$ cat src/rtl/imem_fetch_sequencer.sv
// imem_fetch_sequencer
// Fetch controller between the read-only instruction memory and decode.
// It owns the fetch PC and holds Address stable for RD_WAIT+1 cycles, which
// is the memory read window. On the edge that ends the window it captures
// Data, together with the PC it belongs to, into a small instruction queue.
// Decode drains the queue through a valid/ready handshake. A branch redirect
// flushes the queue and restarts fetching at the new target.
//
// Ports:
//   CLK         in   1   system clock, rising edge
//   resetl      in   1   asynchronous active-low reset
//   Address     out  64  fetch address driven to instruction memory
//   Data        in   32  instruction memory read data
//   Redirect    in   1   branch/jump taken; restart at RedirectPC
//   RedirectPC  in   64  new fetch target (bits [1:0] ignored)
//   Instr       out  32  instruction at queue head
//   InstrPC     out  64  PC of Instr
//   InstrValid  out  1   queue non-empty
//   InstrReady  in   1   decode accepts the head this cycle
//   FetchHold   out  1   read complete but queue full (HOLD state)

module imem_fetch_sequencer #(
  parameter int unsigned RD_WAIT  = 2,
  parameter logic [63:0] RESET_PC = 64'h0,
  parameter int unsigned QDEPTH   = 2
) (
  input  logic        CLK,
  input  logic        resetl,
  output logic [63:0] Address,
  input  logic [31:0] Data,
  input  logic        Redirect,
  input  logic [63:0] RedirectPC,
  output logic [31:0] Instr,
  output logic [63:0] InstrPC,
  output logic        InstrValid,
  input  logic        InstrReady,
  output logic        FetchHold
);

  localparam int unsigned PtrW = (QDEPTH > 1) ? $clog2(QDEPTH) : 1;
  localparam int unsigned CntW = $clog2(QDEPTH + 1);
  localparam logic [3:0]      WaitInit = 4'(RD_WAIT);
  localparam logic [CntW-1:0] Depth    = CntW'(QDEPTH);

  typedef enum logic {StWait, StHold} state_t;

  state_t          state, stateNext;
  logic [3:0]      waitCount, waitCountNext;
  logic [63:0]     addressNext;

  logic [31:0]     instrMem [QDEPTH];
  logic [63:0]     pcMem    [QDEPTH];
  logic [PtrW-1:0] rdPtr, wrPtr;
  logic [CntW-1:0] count;

  logic            queueFull;
  logic            dequeue;
  logic            readDone;
  logic            push;

  // A read is complete once the window counter has run out; in HOLD the
  // read stays complete until there is room to store it. A dequeue on the
  // same edge frees a slot, so a full queue can still accept the push.
  // Redirect cancels both the push and the dequeue.
  always_comb begin
    queueFull = (count == Depth);
    dequeue   = (count != '0) && InstrReady && !Redirect;
    readDone  = (state == StHold) || (waitCount == 4'd0);
    push      = !Redirect && readDone && (!queueFull || dequeue);
  end

  // Fetch state, window counter and fetch address registers.
  always_ff @(posedge CLK or negedge resetl) begin
    if (!resetl) begin
      state     <= StWait;
      waitCount <= WaitInit;
      Address   <= RESET_PC;
    end else begin
      state     <= stateNext;
      waitCount <= waitCountNext;
      Address   <= addressNext;
    end
  end

  // Next-state logic. A redirect overrides everything else and aborts any
  // read in flight, so a stale instruction never reaches the queue. The
  // address wraps naturally through the 64-bit add.
  always_comb begin
    stateNext     = state;
    waitCountNext = waitCount;
    addressNext   = Address;
    if (Redirect) begin
      stateNext     = StWait;
      waitCountNext = WaitInit;
      addressNext   = RedirectPC & ~64'h3;
    end else begin
      case (state)
        StWait: begin
          if (waitCount != 4'd0) begin
            waitCountNext = waitCount - 4'd1;
          end else if (push) begin
            waitCountNext = WaitInit;
            addressNext   = Address + 64'd4;
          end else begin
            stateNext = StHold;
          end
        end
        StHold: begin
          if (push) begin
            stateNext     = StWait;
            waitCountNext = WaitInit;
            addressNext   = Address + 64'd4;
          end
        end
        default: stateNext = StWait;
      endcase
    end
  end

  // Queue bookkeeping. The pointers wrap naturally because QDEPTH is a
  // power of two. The count tells full from empty, so all QDEPTH entries
  // are usable.
  always_ff @(posedge CLK or negedge resetl) begin
    if (!resetl) begin
      rdPtr <= '0;
      wrPtr <= '0;
      count <= '0;
    end else if (Redirect) begin
      rdPtr <= '0;
      wrPtr <= '0;
      count <= '0;
    end else begin
      if (push) begin
        wrPtr <= wrPtr + PtrW'(1);
      end
      if (dequeue) begin
        rdPtr <= rdPtr + PtrW'(1);
      end
      case ({push, dequeue})
        2'b10:   count <= count + CntW'(1);
        2'b01:   count <= count - CntW'(1);
        default: count <= count;
      endcase
    end
  end

  // Queue storage needs no reset: the outputs are gated by the count, so
  // unused entries are never visible. Data is stored verbatim.
  always_ff @(posedge CLK) begin
    if (push) begin
      instrMem[wrPtr] <= Data;
      pcMem[wrPtr]    <= Address;
    end
  end

  // The head is presented straight from storage. It reads as zero whenever
  // the queue is empty, which also gives the required values in reset.
  always_comb begin
    InstrValid = (count != '0);
    Instr      = InstrValid ? instrMem[rdPtr] : 32'h0;
    InstrPC    = InstrValid ? pcMem[rdPtr] : 64'h0;
    FetchHold  = (state == StHold);
  end

endmodule

$ cat config.mk
export PLATFORM = sky130hd
export DESIGN_NAME = imem_fetch_sequencer
export DESIGN_NICKNAME = d
export VERILOG_FILES = /design/src/rtl/imem_fetch_sequencer.sv
export SDC_FILE = /design/constraint.sdc
export NUM_CORES = 1
export LEC_CHECK = 0
export ABC_AREA = 0
export CORE_ASPECT_RATIO = 1.4
export CORE_MARGIN = 10
export CORE_UTILIZATION = 50
export CTS_CLUSTER_DIAMETER = 120
export DETAILED_ROUTE_END_ITERATION = 10
export GPL_TIMING_DRIVEN = 1
export PLACE_DENSITY = 0.78
export SETUP_SLACK_MARGIN = 0.05
export SLEW_MARGIN = 20
export SYNTH_ARGS = -nofsm -noshare
export SYNTH_HDL_FRONTEND = slang
export SYNTH_SLANG_ARGS = --single-unit
$ cat constraint.sdc
create_clock -name CLK -period 8 [get_ports CLK]
set_input_delay 2 -clock CLK [delete_from_list [all_inputs] [get_ports CLK]]
set_output_delay 2 -clock CLK [all_outputs]
set_load 0.03 [all_outputs]
==> flow_metrics.env, run 1 <==
export IMPL_post_route_period_util_pct=67.3
export IMPL_fill_cells=1708
export IMPL_async_reset_ff_share_pct=27.4
export IMPL_r2r_slack_ps=4460
export IMPL_fin_crit_ps=5390
export IMPL_utilization_pct=66.7
export IMPL_end_kind="output pin"
export IMPL_reg2reg_from="waitCount[0]"
export IMPL_crit_slowest_cell="dfrtp_4"
export IMPL_cts_buffers_inserted=24
export IMPL_io_pin_count=262
export IMPL_die_area_um2=29500
export IMPL_min_path_type="register to register"
export IMPL_finClkSkew_ps=21.0
export IMPL_drt_initial_drc_count=627
export IMPL_r2r_end="instrMem[1][15]"
export IMPL_root_buffer="clkbuf_16"
export IMPL_cts_sinks=259
export IMPL_max_freq_ghz=0.186
export IMPL_first_pass_iters=5
export IMPL_grt_pass1_wl_um=48200
export IMPL_rsz0062_at_grt="false"
export IMPL_hold_buffers=0
export IMPL_cp_top_family="buffers and inverters"
export IMPL_antenna_found_initial=3
export IMPL_critPathMaxStageDelay_ps=1060
export IMPL_place_gp_congestion=0.833
export IMPL_via_per_inst=5.58
export IMPL_clockBufferDepth=3
export IMPL_critPathArrivalTime_ps=3390
export IMPL_grt_max_degree=79
export IMPL_worst_slack_ps=2610
export IMPL_grt_overflow_total=0
export IMPL_avgRoutedWirePerCell_um=21.4
export IMPL_crit_path_start_kind="register"
export IMPL_dieHeight_um=199
export IMPL_hold_start="Address[16]"
export IMPL_yosysSeqAreaShare_pct=64.7
export IMPL_pre_cts_ws_ps=2720
export IMPL_clock_latency_ps=510
export IMPL_tns_ps=0
export IMPL_max_cap_violations=0
export IMPL_ant_nets=0
export IMPL_power_leakage_nw=4.97
export IMPL_coreArea_um2=22600
export IMPL_dpl_hpwl_um=21800
export IMPL_hold_path_depth=0
export IMPL_vdd_ir_drop_max_mv=0.168
export IMPL_synth_enable_flop_cells=188
export IMPL_area_growth_pct=31.4
export IMPL_drc=0
export IMPL_place_port_buffers=255
export IMPL_drive_gt1_share_pct=6.45
export IMPL_worstSetupPathType="register to output pin"
export IMPL_report_final_setup_viol=0
export IMPL_required_ps=6000
export IMPL_power_density_nw_per_um2=260
export IMPL_cts_tree="yes"
export IMPL_yosysWarningCount=0
export IMPL_finalHoldViolCount=0
export IMPL_synth_avg_cell_area_um2=12.5
export IMPL_slew_violations=0
export IMPL_worstMarginPinSlew_ps=1030
export IMPL_post_cts_resized=0
export IMPL_cts_htree_levels=1
export IMPL_path_cells="buf_4, mux2i_1, nor2_1, clkdlybuf4s50_1"
export IMPL_p_total_mw=3.93
export IMPL_reg2regPathDepth=6
export IMPL_path_max_fanout=55
export IMPL_status="completed"
export IMPL_grt_pass1_vias=8218
export IMPL_worstHoldEndpoint="pcMem[1][16]"
export IMPL_routed_wl_um=31800
export IMPL_num_vias=8273
export IMPL_hold_ws_ps=563
export IMPL_synth_seq_cells=259
export IMPL_slew_headroom_pct=31.2
export IMPL_clk_pin_slew_ps=70
export IMPL_syn_area_um2=11500
export IMPL_synthCells=920
export IMPL_start_util_pct=50.8
export IMPL_groute_usage_overall_pct=20.7
export IMPL_synth_cell_type_count=59
export IMPL_rows=65
export IMPL_nets=1263
export IMPL_dominantRegCellSynth="edfxtp_1"
export IMPL_post_cts_buffers=0
export IMPL_die_w_um=148
export IMPL_path_buf_inv=2
[cell type report]
cell class | count | area (um^2) | area share, %
Multi-Input combinational cell | 600 | 3820 | 25.3
Timing Repair Buffer | 264 | 2650 | 17.5
Tap cell | 301 | 377 | 2.50
Clock buffer | 35 | 703 | 4.66
Clock inverter | 9 | 52.6 | 0.349
Antenna cell | 3 | 7.51 | 0.0498
Sequential cell | 259 | 7430 | 49.3
Inverter | 12 | 45.0 | 0.299
[worst max-delay path by stage]
stage,start,end,slack (ps),depth (start not counted)
after global routing,rdPtr,InstrPC[32],2440,4
after global placement,InstrReady,instrMem[1][26],2740,5
after CTS,rdPtr,InstrPC[11],2560,4
final,rdPtr,InstrPC[26],2610,4
after floorplan,InstrReady,instrMem[0][0],920,3
after detailed placement,InstrReady,instrMem[1][26],2720,5
[synthesized netlist by cell type (2+ instances only)]
| cell type | instances | share of area, % |
|---|---|---|
| nand3_1 | 16 | 0.70 |
| nor2b_1 | 6 | 0.33 |
| or4_4 | 3 | 0.29 |
| or2_2 | 5 | 0.27 |
| or4_1 | 14 | 0.92 |
| and3_1 | 10 | 0.55 |
| nor3b_1 | 3 | 0.20 |
| buf_1 | 3 | 0.098 |
| edfxtp_1 | 188 | 49 |
| xor2_1 | 8 | 0.61 |
| a31oi_1 | 16 | 0.87 |
| o21ai_0 | 42 | 1.8 |
| a21oi_1 | 4 | 0.17 |
| mux2_2 | 2 | 0.20 |
| or3b_2 | 2 | 0.15 |
| nand4_2 | 2 | 0.22 |
| nor3_1 | 25 | 1.1 |
| nand2b_1 | 2 | 0.11 |
| or3_1 | 5 | 0.27 |
| ha_1 | 2 | 0.22 |
| nand2_1 | 75 | 2.5 |
| o221ai_1 | 4 | 0.31 |
| or4_2 | 2 | 0.15 |
| and4_1 | 3 | 0.23 |
| a21bo_2 | 2 | 0.17 |
| a22oi_1 | 4 | 0.26 |
| dfrtp_1 | 70 | 15 |
| o31ai_1 | 8 | 0.52 |
| inv_1 | 11 | 0.36 |
| buf_2 | 2 | 0.087 |
| nor2_1 | 125 | 4.1 |
| nor4_1 | 25 | 1.4 |
| nand4_1 | 27 | 1.5 |
| clkbuf_1 | 42 | 1.4 |
| mux2i_1 | 99 | 8.6 |
| buf_4 | 4 | 0.26 |
| nand3b_1 | 2 | 0.13 |
| a221o_1 | 3 | 0.26 |
| xnor2_1 | 34 | 2.6 |
[flip-flops by register name (all words and copies together) (netlist names)]
| signal | cells |
|---|---|
| FetchHold | 1 |
| pcMem | 124 |
| count | 2 |
| wrPtr | 1 |
| rdPtr | 1 |
| Address | 62 |
| waitCount | 4 |
| instrMem | 64 |
[stage by stage]
stage / cell area [um^2] / instances
after floorplan: 11500 / 923
after global placement: 14300 / 1435
after detailed placement: 14300 / 1436
after CTS: 15100 / 1480
after global routing: 15100 / 1483
final: 15100 / 1483
[routing by layer]
layer  up-vias  share of wire (%)  GRT usage, %
li1       3895                  -             -
met1      4039                 38          24.6
met2       292                 52          36.5
met3        47                6.7          3.85
met4         0                3.0          7.87
met5         -                  0             0
[where the power goes]
| part | switching (mW) | internal, mW |
|---|---|---|
| Sequential | 0.138 | 1.61 |
| Clock | 0.485 | 0.611 |
| Combinational | 0.648 | 0.432 |
| Total | 1.27 | 2.66 |
[kinds of logic (layout without fill, tap and decap cells)]
| family | Yosys count | in the layout | share of synthesized area, % |
|---|---|---|---|
| XOR/XNOR | 42 | 42 | 3.21 |
| adder cells (fa/ha/maj) | 2 | 2 | 0.218 |
| AND/OR/NAND/NOR | 358 | 358 | 15.6 |
| AO/OA/AOI/OAI | 93 | 93 | 5.16 |
| other | 1 | 7 | 0.0327 |
| flip-flops | 259 | 259 | 64.7 |
| buffers and inverters | 64 | 320 | 2.31 |
| multiplexers | 101 | 101 | 8.83 |
[layout by cell type, fill, tap and decap left out, types with 9 or more instances in the layout]
| master | synthesis | routed |
|---|---|---|
| o21ai_0 | 42 | 42 |
| inv_1 | 11 | 11 |
| xnor2_1 | 34 | 34 |
| nor4_1 | 25 | 25 |
| dfrtp_1 | 70 | 69 |
| a31oi_1 | 16 | 16 |
| clkdlybuf4s50_1 | 0 | 253 |
| or4_1 | 14 | 14 |
| mux2i_1 | 99 | 99 |
| nand4_1 | 27 | 27 |
| nand2_1 | 75 | 75 |
| clkbuf_16 | 0 | 25 |
| and3_1 | 10 | 9 |
| nor3_1 | 25 | 25 |
| nor2_1 | 125 | 123 |
| nand3_1 | 16 | 16 |
| edfxtp_1 | 188 | 188 |
Note: power is estimated with default switching activity, not from simulation.
==> inputs of run 2 (changes only) <==
Clock period 8 ns to 5.6 ns, I/O delays scaled along.
==> flow_metrics.env, run 2 (synthesis results as in run 1) <==
export IMPL_final_common_cell="clkdlybuf4s50_1"
export IMPL_num_vias=8286
export IMPL_drc=0
export IMPL_report_final_setup_viol=0
export IMPL_coreArea_um2=22600
export IMPL_cts_htree_levels=1
export IMPL_drive_gt1_share_pct=7.26
export IMPL_required_ps=4200
export IMPL_place_gp_congestion=0.840
export IMPL_slew_violations=0
export IMPL_crit_slowest_cell="nor2_4"
export IMPL_max_freq_ghz=0.239
export IMPL_fin_crit_ps=4190
export IMPL_critPathArrivalTime_ps=2790
export IMPL_post_cts_buffers=0
export IMPL_place_port_buffers=255
export IMPL_dieHeight_um=199
export IMPL_largestRegisters="pcMem x124, instrMem x64, Address x62"
export IMPL_fin_cells=1488
export IMPL_regMostFlops="pcMem"
export IMPL_path_cells="nor2_4, buf_12, nor2_1, clkdlybuf4s50_1"
export IMPL_die_w_um=148
export IMPL_cts_sinks=259
export IMPL_die_area_um2=29500
export IMPL_path_max_fanout=66
export IMPL_worstMarginPinSlew_ps=1150
export IMPL_finalHoldViolCount=0
export IMPL_drt_met1_wl_um=12000
export IMPL_root_buffer="clkbuf_16"
export IMPL_vdd_ir_drop_max_mv=0.287
export IMPL_post_route_period_util_pct=74.8
export IMPL_grt_overflow_total=0
export IMPL_via_per_inst=5.57
export IMPL_crit_path_start_kind="register"
export IMPL_largest_reg_flops=124
export IMPL_grt_pass1_vias=8213
export IMPL_post_cts_resized=0
export IMPL_antenna_found_initial=3
export IMPL_rows=65
export IMPL_start_util_pct=50.8
export IMPL_slew_headroom_pct=23.5
export IMPL_clockBufferDepth=3
export IMPL_wl_met3_um=2030
export IMPL_worstSetupPathType="register to output pin"
export IMPL_power_density_nw_per_um2=380
export IMPL_avgRoutedWirePerCell_um=21.1
export IMPL_status="completed"
export IMPL_dpl_hpwl_um=22000
export IMPL_grt_max_degree=72
export IMPL_cts_buffers_inserted=25
export IMPL_wl_met2_um=16500
export IMPL_max_cap_violations=0
export IMPL_power_leakage_nw=5.05
export IMPL_first_pass_iters=7
export IMPL_groute_usage_overall_pct=20.5
export IMPL_grt_pass1_wl_um=47600
export IMPL_critPathMaxStageDelay_ps=660
export IMPL_rsz0062_at_grt="false"
export IMPL_area_growth_pct=32.5
export IMPL_nets=1267
export IMPL_ant_nets=0
export IMPL_clock_latency_ps=520
export IMPL_drt_initial_drc_count=582
export IMPL_dp_cells=1439
export IMPL_finClkSkew_ps=9.20
export IMPL_end_kind="output pin"
export IMPL_cts_tree="yes"
export IMPL_io_pin_count=262
export IMPL_hold_buffers=0
export IMPL_top_layer_used="met4"
export IMPL_routed_wl_um=31400
export IMPL_min_path_type="register to register"
export IMPL_tns_ps=0
export IMPL_mostFrequentLayoutCells="253 x clkdlybuf4s50_1, 188 x edfxtp_1, 123 x nor2_1, 99 x mux2i_1, 75 x nand2_1"
export IMPL_clk_pin_slew_ps=60
export IMPL_hold_ws_ps=563
-- run 2: cell count changes in the layout (fill, tap and decap cells not counted), sizes merged --
cell | before | now
clkbuf | 35 | 29
clkinvlp | 3 | 2
buf | 11 | 14
clkinv | 6 | 10
bufinv | 0 | 4
inv | 12 | 13
-- run 2: layout make-up --
cell class                      instances  area (um^2)
Sequential cell                       259         7430
Inverter                               12         45.0
Clock buffer                           29          672
Clock inverter                         17          191
Timing Repair Buffer                  267         2670
Antenna cell                            3         7.51
Multi-Input combinational cell        600         3820
Fill cell                            1708         7400
Tap cell                              301          377
-- run 2: critical path, delay by kind of cell, from the launching register on --
family / cells / cell delay, ps
flip-flops: 1 / 470
AND/OR/NAND/NOR: 2 / 760
buffers and inverters: 2 / 970
-- run 2: final timing paths --
kind	startpoint	endpoint	slack, ps	depth (start not counted)
setup reg to reg	waitCount[0]	Address[63]	2300	7
max in group asynchronous	resetl	rdPtr	3850	1
min in group asynchronous	resetl	Address[55]	1030	1
hold reg to reg	Address[56]	pcMem[0][56]	560	0
setup / recovery	count[1]	Instr[1]	1410	4
hold / removal	Address[56]	pcMem[0][56]	560	0
-- run 2: through the flow --
stage | utilization (%) | setup slack, ps | area (um^2) | total power [mW]
finish | 67.3 | 1410 | 15200 | 5.78
global route | 67.3 | 1220 | 15200 | 6.00
CTS | 67.2 | 1340 | 15200 | 5.83
detailed placement | 63.4 | 1270 | 14300 | 4.08
global placement | 63.4 | 1350 | 14300 | 4.05
floorplan | - | 712 | 11500 | 3.40
-- run 2: metal layers --
metal  up-vias  global-route usage (%)
met2       272                    36.7
li1       3906                       -
met3        52                    4.14
met5         -                       0
met1      4056                    23.6
met4         0                    7.47
-- run 2: power breakdown --
group	internal (mW)	switching, mW
combinational	0.613	0.941
clock	1.05	0.705
sequential	2.30	0.173
==> inputs of run 3 (changes only) <==
Settings changed: CORE_UTILIZATION 50 to 46, PLACE_DENSITY 0.78 to 0.75.
Clock period 5.6 ns to 3.8 ns, I/O delays scaled along.
==> flow_metrics.env, run 3 (synthesis results as in run 1) <==
export IMPL_power_density_nw_per_um2=557
export IMPL_end_kind="output pin"
export IMPL_area_growth_pct=33.2
export IMPL_clk_pin_slew_ps=60
export IMPL_groute_usage_overall_pct=19.5
export IMPL_r2r_end="pcMem[0][13]"
export IMPL_fill_cells=1951
export IMPL_ant_nets=0
export IMPL_drc=0
export IMPL_seq_area_um2=7430
export IMPL_avgRoutedWirePerCell_um=21.4
export IMPL_coreArea_um2=24600
export IMPL_clockBufferDepth=3
export IMPL_num_vias=8353
export IMPL_start_util_pct=46.7
export IMPL_clock_latency_ps=530
export IMPL_slew_violations=0
export IMPL_antenna_found_initial=1
export IMPL_max_freq_ghz=0.303
export IMPL_rsz0062_at_grt="false"
export IMPL_largest_reg_flops=124
export IMPL_min_path_type="input pin to asynchronous set/reset pin"
export IMPL_via_per_inst=5.55
export IMPL_largestRegisters="pcMem x124, instrMem x64, Address x62"
export IMPL_path_buf_inv=2
export IMPL_r2r_slack_ps=850
export IMPL_crit_path_start_kind="register"
export IMPL_root_buffer="clkbuf_16"
export IMPL_reg2regPathDepth=7
export IMPL_hold_buffers=0
export IMPL_post_cts_buffers=0
export IMPL_slew_headroom_pct=30.0
export IMPL_regMostFlops="pcMem"
export IMPL_mostFrequentLayoutCells="253 x clkdlybuf4s50_1, 188 x edfxtp_1, 123 x nor2_1, 99 x mux2i_1, 75 x nand2_1"
export IMPL_critPathCapture="InstrPC[49]"
export IMPL_grt_overflow_total=0
export IMPL_rows=68
export IMPL_grt_pass1_wl_um=49400
export IMPL_report_final_setup_viol=0
export IMPL_finClkSkew_ps=15.5
export IMPL_cts_buffers_inserted=25
export IMPL_drive_gt1_share_pct=7.06
export IMPL_dieHeight_um=207
export IMPL_io_pin_count=262
export IMPL_power_leakage_nw=5.06
export IMPL_post_route_period_util_pct=86.7
export IMPL_finalHoldViolCount=0
export IMPL_hold_ws_ps=568
export IMPL_drt_initial_drc_count=611
export IMPL_cts_tree="yes"
export IMPL_nets=1272
export IMPL_routed_wl_um=32300
export IMPL_post_cts_resized=0
export IMPL_path_max_fanout=47
export IMPL_first_pass_iters=5
export IMPL_cts_htree_levels=1
export IMPL_cts_sinks=259
export IMPL_worstMarginPinSlew_ps=1050
export IMPL_grt_max_degree=88
export IMPL_fin_crit_ps=3300
export IMPL_dpl_hpwl_um=22500
export IMPL_crit_start="rdPtr"
export IMPL_worstSetupPathType="register to output pin"
export IMPL_status="completed"
export IMPL_vdd_ir_drop_max_mv=0.406
export IMPL_crit_slowest_cell="clkdlybuf4s50_1"
export IMPL_critPathArrivalTime_ps=2350
export IMPL_max_cap_violations=0
export IMPL_required_ps=2850
export IMPL_cp_top_family="buffers and inverters"
export IMPL_die_area_um2=31800
export IMPL_multi_input_area_um2=3820
export IMPL_die_w_um=154
export IMPL_place_port_buffers=255
export IMPL_place_gp_congestion=0.868
export IMPL_p_total_mw=8.52
export IMPL_reg2reg_from="waitCount[0]"
export IMPL_final_common_cell="clkdlybuf4s50_1"
export IMPL_path_depth=4
export IMPL_tns_ps=0
export IMPL_critPathMaxStageDelay_ps=710
export IMPL_path_cells="buf_12, mux2i_1, nor2_1, clkdlybuf4s50_1"
export IMPL_grt_pass1_vias=8497
==> run 3: changes by cell type in the layout (fill, tap and decap cells not counted), moves of 2 or more <==
cell	before	now
clkinv_2	8	3
clkinv_1	2	4
clkbuf_1	2	7
buf_12	3	8
diode_2	3	1
==> run 3: worst min-delay path by stage <==
stage,start,to,slack (ps)
final,resetl,Address[60],570
after global routing,Address[55],pcMem[0][55],600
after CTS,Address[16],pcMem[1][16],580
after detailed placement,Address[16],pcMem[1][16],550
after global placement,Address[56],pcMem[1][56],550
after floorplan,waitCount[0],waitCount[0],540
==> run 3: where the power goes <==
group	total, mW	leakage [nW]	switching (mW)	internal (mW)
Clock	2.53	0.400	1.04	1.49
Combinational	2.36	2.11	1.42	0.938
Sequential	3.63	2.55	0.237	3.39
==> run 3: worst reg2reg max path, stage by stage (launching register included) <==
cell and delay, ps:
dfrtp_1 400, inv_1 100, ha_1 190, nor3b_1 660, o221ai_1 240, buf_4 240
nor2_4 450, buf_12 310
==> run 3: area by class of cell <==
cell class,instances,share of cell area [%]
Clock buffer,32,4.26
Clock inverter,14,1.15
Inverter,12,0.295
Antenna cell,1,0.0164
Timing Repair Buffer,272,18.1
Tap cell,315,2.58
Sequential cell,259,48.6
Multi-Input combinational cell,600,25.0
==> run 3: through the flow <==
step           setup WS, ps  area, um^2  utilization (%)  std cells
6_report                504       15300             62.2       1505
5_1_grt                 396       15300             62.2       1505
4_1_cts                 460       15300             62.2       1504
3_5_place_dp            349       14500             58.8       1458
3_3_place_gp            459       14500             58.8       1458
2_1_floorplan           325       11500                -        923
==> run 3: metal layers <==
layer | vias to the layer above | part of all wire [%] | track usage [%]
met2 | 319 | 51 | 34.4
met4 | 0 | 3.5 | 7.88
met5 | - | 0 | 0
met3 | 58 | 6.1 | 3.40
li1 | 3916 | - | -
met1 | 4060 | 39 | 23.3
